**config.mk**
```make
export PLATFORM = sky130hd
export DESIGN_NAME = weight_bram_loader
export DESIGN_NICKNAME = d
export VERILOG_FILES = /design/src/rtl/weight_bram_loader.sv
export SDC_FILE = /design/constraint.sdc
export NUM_CORES = 1
export LEC_CHECK = 0
export ABC_AREA = 1
export BUFFER_PORTS_ARGS = -buffer_cell sky130_fd_sc_hd__buf_2
export CAP_MARGIN = 20
export CORE_AREA = 2 2 190 192
export DETAILED_ROUTE_END_ITERATION = 7
export DIE_AREA = 0 0 192 194
export GPL_TIMING_DRIVEN = 0
export HOLD_SLACK_MARGIN = 0.08
export PLACE_DENSITY = 0.54
export RECOVER_POWER = 50
export SYNTH_ARGS = -nofsm -noshare
export SYNTH_HDL_FRONTEND = slang
export SYNTH_SLANG_ARGS = --single-unit
```
**constraint.sdc**
```tcl
create_clock -name clk -period 2.5 [get_ports clk]
set_clock_uncertainty 0.15 [all_clocks]
set_input_delay 0.125 -clock clk [delete_from_list [all_inputs] [get_ports clk]]
set_output_delay 0.125 -clock clk [all_outputs]
set_load 0.02 [all_outputs]
```
**src/rtl/weight_bram_loader.sv**
```systemverilog
// Streams signed weight words into NUM_BRAMS banks, one bank per word, row by row.
// Each accepted word becomes a registered one-hot write one cycle later.
module weight_bram_loader #(
    parameter int DW         = 16,
    parameter int NUM_BRAMS  = 16,
    parameter int ADDR_WIDTH = 11
) (
    input  logic                               clk,
    input  logic                               rst_n,
    input  logic                               start,
    input  logic                               abort,
    input  logic [ADDR_WIDTH-1:0]              base_addr,
    input  logic [ADDR_WIDTH:0]                num_rows,
    input  logic                               s_valid,
    input  logic signed [DW-1:0]               s_data,
    output logic                               s_ready,
    output logic [NUM_BRAMS-1:0]               w_we,
    output logic [NUM_BRAMS*ADDR_WIDTH-1:0]    w_addr_wr_flat,
    output logic signed [NUM_BRAMS*DW-1:0]     w_din_flat,
    output logic                               busy,
    output logic                               done
);

    localparam int BANK_W = (NUM_BRAMS > 1) ? $clog2(NUM_BRAMS) : 1;
    localparam int ROW_W  = ADDR_WIDTH + 1;
    localparam logic [BANK_W-1:0] LAST_BANK = BANK_W'(NUM_BRAMS - 1);

    typedef enum logic [1:0] {
        IDLE = 2'd0,
        LOAD = 2'd1,
        DONE = 2'd2
    } state_t;

    state_t                  state_q, state_d;
    logic [BANK_W-1:0]       bank_idx_q;
    logic [ROW_W-1:0]        row_cnt_q;
    logic [ROW_W-1:0]        rows_q;
    logic [ADDR_WIDTH-1:0]   base_q;

    logic                    accept;
    logic                    last_word;
    logic                    start_ok;
    logic [ADDR_WIDTH-1:0]   row_addr;

    assign s_ready   = (state_q == LOAD);
    assign busy      = (state_q == LOAD);
    // The DONE state lines up with the registered write of the final word.
    assign done      = (state_q == DONE);

    assign accept    = s_valid && s_ready;
    assign start_ok  = (state_q == IDLE) && start;
    assign last_word = (bank_idx_q == LAST_BANK) && (row_cnt_q == rows_q - ROW_W'(1));
    // Truncation to ADDR_WIDTH gives the modulo wrap past the top of the bank.
    assign row_addr  = base_q + row_cnt_q[ADDR_WIDTH-1:0];

    always_ff @(posedge clk or negedge rst_n) begin
        if (!rst_n) begin
            state_q <= IDLE;
        end else begin
            // NOTE: sequential state uses non-blocking assignments so every register
            // samples pre-edge values regardless of statement order.
            state_q <= state_d;
        end
    end

    always_comb begin
        // NOTE: default assignment first so no path leaves state_d unassigned (no latch).
        state_d = state_q;
        unique case (state_q)
            IDLE: begin
                if (start) begin
                    state_d = (num_rows == '0) ? DONE : LOAD;
                end
            end
            LOAD: begin
                if (abort) begin
                    state_d = IDLE;
                end else if (accept && last_word) begin
                    state_d = DONE;
                end
            end
            DONE:    state_d = IDLE;
            default: state_d = IDLE;
        endcase
    end

    always_ff @(posedge clk or negedge rst_n) begin
        if (!rst_n) begin
            base_q     <= '0;
            rows_q     <= '0;
            bank_idx_q <= '0;
            row_cnt_q  <= '0;
        end else if (start_ok) begin
            base_q     <= base_addr;
            rows_q     <= num_rows;
            bank_idx_q <= '0;
            row_cnt_q  <= '0;
        end else if (accept) begin
            if (bank_idx_q == LAST_BANK) begin
                bank_idx_q <= '0;
                row_cnt_q  <= row_cnt_q + ROW_W'(1);
            end else begin
                bank_idx_q <= bank_idx_q + BANK_W'(1);
            end
        end
    end

    // Address and data hold between writes; only the enable drops back to zero.
    always_ff @(posedge clk or negedge rst_n) begin
        if (!rst_n) begin
            w_we           <= '0;
            w_addr_wr_flat <= '0;
            w_din_flat     <= '0;
        end else begin
            w_we <= accept ? (NUM_BRAMS'(1) << bank_idx_q) : '0;
            if (accept) begin
                w_addr_wr_flat <= {NUM_BRAMS{row_addr}};
                w_din_flat     <= {NUM_BRAMS{s_data}};
            end
        end
    end

endmodule

```
Yosys cells after proc, flatten, opt, wreduce, memory -nomap -nowiden
Index checks and enable logic that the tools add are counted.
{"block": "op_classes", "n_addsub": 4, "n_eq_ne": 6, "n_shift": 1, "n_mux": 12, "reduce_logical": 10}
{"cell": "$mux W12", "n": 3}
{"cell": "$mux W16", "n": 1}
{"cell": "$shl A1 B4 Y16 const A", "n": 1}
{"cell": "$add A12 B1 Y12 const B", "n": 1}
{"cell": "$eq A12 B12 Y1", "n": 1}
{"cell": "$logic_not A12 Y1", "n": 1}
{"cell": "$mux W4", "n": 3}
{"cell": "$sub A12 B1 Y12 const B", "n": 1}
{"cell": "$add A11 B11 Y11", "n": 1}
{"cell": "$mux W2", "n": 4}
{"cell": "$add A4 B1 Y4 const B", "n": 1}
{"cell": "$eq A4 B4 Y1 const B", "n": 1}
{"cell": "$logic_and A1 B1 Y1", "n": 4}
{"cell": "$pmux W2 S2", "n": 1}
{"cell": "$reduce_and A2 Y1", "n": 2}
{"cell": "$reduce_bool A2 Y1", "n": 2}
{"cell": "$ne A3 B2 Y1 const B", "n": 1}
{"cell": "$eq A2 B1 Y1 const B", "n": 1}
{"cell": "$eq A2 B2 Y1 const B", "n": 1}
{"cell": "$logic_not A2 Y1", "n": 1}
{"cell": "$ne A2 B2 Y1 const B", "n": 1}
{"block": "totals", "regBits": 489, "inputBits": 44, "output_inout_bits": 451, "elab_cells": 41}

Longest topological paths before layout
{"block": "depth", "word_depth": 7, "depth_mapped": 15, "mapped_depth_nobuf": 15}

Least setup slack after synthesis
No wires, ideal clock.
{"block": "synth_path", "path_kind": "register to register", "from": "register row_cnt_q[0]", "to": "register w_addr_wr_flat[173]", "setup_ns": 0.083, "t_arrival_ns": 1.675, "required_time_ns": 2.267, "path_slack_ns": 0.593, "stages_incl_launch_ff": 10, "n_path_buf": 0, "synth_period_minus_slack_ns": 1.907, "cell_sequence": "dfrtp_1 ha_1 inv_1 fa_1 nor3_1 nor2_1 nor2_1 nor2_1 xor2_1 o21ai_0"}
{"block": "synth_between", "elab_chain_len": 1}
{"element": "from (decl)", "line": "36", "source": "logic [ROW_W-1:0] row_cnt_q;"}
{"element": "from (signal assigned)", "line": "101", "source": "row_cnt_q <= row_cnt_q + ROW_W'(1);"}
{"element": "$add A11 B11 Y11", "line": "54", "source": "assign row_addr = base_q + row_cnt_q[ADDR_WIDTH-1:0];"}
{"element": "to (signal assigned)", "line": "117", "source": "w_addr_wr_flat <= {NUM_BRAMS{row_addr}};"}
{"element": "to (decl)", "line": "18", "source": "output logic [NUM_BRAMS*ADDR_WIDTH-1:0] w_addr_wr_flat,"}
No other way between the ends.
A chain may end at the register's enable or synchronous reset.

Worst setup path in the final report
{"block": "layout_path", "from": "register bank_idx_q[1]", "to": "register row_cnt_q[10]"}
{"block": "layout_between", "elab_chain_len": 3}
{"element": "from (decl)", "line": "35", "source": "logic [BANK_W-1:0] bank_idx_q;"}
{"element": "from (signal assigned)", "line": "103", "source": "bank_idx_q <= bank_idx_q + BANK_W'(1);"}
{"element": "$eq A4 B4 Y1", "line": "99", "source": "if (bank_idx_q == LAST_BANK) begin"}
{"element": "$reduce_bool A2 Y1 (no source line)"}
{"element": "$reduce_and A2 Y1 (no source line)"}
No other way between the ends.

==> results_dict.tcl <==
set metrics [dict create \
    grt_pass1_wl_um 35400 \
    arrival_ns 2.39 \
    dp_hpwl_um 19000 \
    overflow 0 \
    gp_congestion 0.824 \
    cts_made_buffers 9 \
    synth_fa_ha_area_share_pct 3.34 \
    power_density_nw_per_um2 1600 \
    tns_ns 0 \
    path_delay_family "compound AO/OA/AOI/OAI gates" \
    routed_wl_um 23600 \
    synth-seq-area-share_pct 28.6 \
    synth_compound_area_share_pct 4.65 \
    start_util_pct 20.9 \
    fin_crit_sh_pct 90.1 \
    fin_crit_ns 2.25 \
    die_w_um 192 \
    status "finished, violations left" \
    die_height_um 194 \
    grt_start_max_net_pins 64 \
    drv_cap 1 \
    rsz0062_at_grt "no" \
    cts_resized 0 \
    crit_slowest_cell "o21ai_1" \
    finalSetupViolations 0 \
    slew_headroom_pct -9.79 \
    rr_startpoint "bank_idx_q[1]" \
    critPathCaptureType "flop" \
    max-vdd-ir-drop_mv 1.14 \
    fin_ws_ns 0.247 \
    yosysTopAreaCellShare_pct 41.4 \
    first_pass_iters 4 \
    place_area_um2 10400 \
    synth-seq-cells 84 \
    root_buffer "clkbuf_16" \
    grt_pass1_vias 6409 \
    path_cells "ha_1 -> nand3_2 -> o21ai_1 -> nand3_4 -> inv_2 -> nand2_4 -> nor2_4 -> nand2_2 -> a21oi_2" \
    syn_nets 1009 \
    cp-startpoint "bank_idx_q[1]" \
    syn_avg_cell_area_um2 7.77 \
    placed_cells 1902 \
    area_growth_pct 50.9 \
    stdcell_count 1962 \
    nNetsFinal 1559 \
    clock_latency_ns 0.36 \
    critPathRequiredTime_ns 2.64 \
    drtIter0Drc 202 \
    cts_hold_buf 43 \
    core_um2 35200 \
    synth_area_leader_cell "buf_4" \
    cts_max_path_buffers 2 \
    clkTransAtPathRegs_ns 0.08 \
    antenna_found_initial 0 \
    post-route-drc-count 0 \
    path_class "flop to flop" \
    synth.most_common_cell "buf_4" \
    synthDistinctLibCells 37 \
    synthTopCellsByArea "buf_4 41%, dfrtp_1 29%, nand2_1 9.9%, ha_1 3.1%, nor2_1 2.8%" \
    num_vias 7074 \
    dieArea_um2 37200 \
    yosys-top-cells-count "406 x buf_4, 193 x nand2_1, 84 x dfrtp_1, 54 x nor2_1, 45 x inv_1" \
    startpoint_type "flop" \
    track_usage_pct 12.0 \
    ys.flop_type "dfrtp_1" \
    ioPinCount 495 \
    final_layout_size_suffix_gt1_share_pct 59.2 \
    path_buf_inv 1 \
    worstHoldStart "base_addr[6]" \
    p_leak_nw 6.63 \
    synth_simple_gate_area_share_pct 17.1 \
    whs_ns 0.339 \
    dp_slack_ns 0.298 \
    violations "max-capacitance violations, max-slew violations" \
    yosys_warnings 0 \
    synth_top_family_by_area "buffers and inverters" \
    fmax_ghz 0.444 \
    syn-cell-area_um2 7350 \
    synth_edf_count 0 \
    hold_class "input port to flop" \
    worstMarginPinSlew_ns 1.65 \
    synth_xor_area_share_pct 1.67 \
    cp_max_fo 8 \
    port_buffers 494 \
    fin_area_um2 11100 \
    cts_tree "yes" \
    antenna_left 0 \
    cts_sinks 84 \
    slew_violations 64 \
    synthCells 946 \
    crit_path_max_incr_delay_ns 0.63 \
    avgRoutedWirePerCell_um 12.0 \
    synth.mux.area_fraction_pct 0 \
    h-tree-depth 3 \
    viasPerCell 3.61 \
    hold_violations 0 \
    rows 69 \
    async_flop_share_pct 100 \
    num_antenna_cells 0 \
    post_cts_buffers 0 \
]
[where the power goes]
group / switching (mW) / internal [mW] / total, mW
logic: 7.14 / 6.13 / 13.3
clock network: 0.641 / 0.895 / 1.54
registers: 1.22 / 1.76 / 2.98
total: 9.00 / 8.79 / 17.8
[cells in the final DEF, fill, tap and decap left out, drive strengths merged]
cell type      n
nand3         28
a31oi          1
o31ai          1
dlygate4sd3   43
a21o           1
fa             1
buf          695
o21ai         37
nand2        196
xnor2          4
o22ai          3
nor2          57
o2111ai        1
a21oi         17
or2            2
ha            18
o211ai         1
nor4           3
bufinv         2
xor2          10
inv           52
nor3           8
clkbuf       228
clkinv         3
dfrtp         84
nand3b         2
nand4          3
[cell type report]
cell class	count	area, µm²
Buffer	418	3090
Multi-Input combinational cell	394	1950
Fill cell	3791	24100
Sequential cell	84	2100
Clock buffer	9	225
Tap cell	461	577
Timing Repair Buffer	539	2860
Inverter	50	188
Clock inverter	7	106
[worst min-delay path, delay by kind of cell]
family | cells | cell delay, ns
buffers and inverters | 2 | 0.61
and+or+nand+nor | 2 | 0.08
[routing by layer]
layer	track usage [%]	share of wire (%)
met5	0	0
met4	2.80	1.4
met3	1.92	5.0
met2	23.5	55
met1	13.2	39
[kinds of logic (layout without fill, tap and decap cells)]
| family | Yosys count | in the layout |
|---|---|---|
| adders and majority gates | 19 | 19 |
| AOI/OAI and AO/OA | 62 | 62 |
| buffers and inverters | 468 | 1023 |
| DFF | 84 | 84 |
| and+or+nand+nor | 299 | 299 |
| xor gates and xnor gates | 14 | 14 |
[per-stage QoR]
stage / utilization (%) / power (mW)
6_report: 31.5 / 17.8
5_1_grt: 31.5 / 19.1
4_1_cts: 31.8 / 18.3
3_5_place_dp: 29.6 / 16.6
3_3_place_gp: 29.5 / 16.6
2_1_floorplan: - / 12.5
[registers in the layout, indices dropped and copies added, names as in the netlist]
signal / flops
bank_idx_q: 4
base_q: 11
row_cnt_q: 12
rows_q: 12
state_q: 2
w_addr_wr_flat: 11
w_din_flat: 16
w_we: 16
[worst paths after layout]
path                            endpoint  slack [ns]  cells after the start
max in group asynchronous  row_cnt_q[11]        0.44                      4
min reg2reg                    base_q[9]        0.34                      2
max reg2reg                row_cnt_q[10]        0.25                      9
max                        row_cnt_q[10]        0.25                      9
min                            base_q[6]        0.34                      4
min in group asynchronous      rows_q[7]        0.59                      3
(Power assumes the default switching activity.)
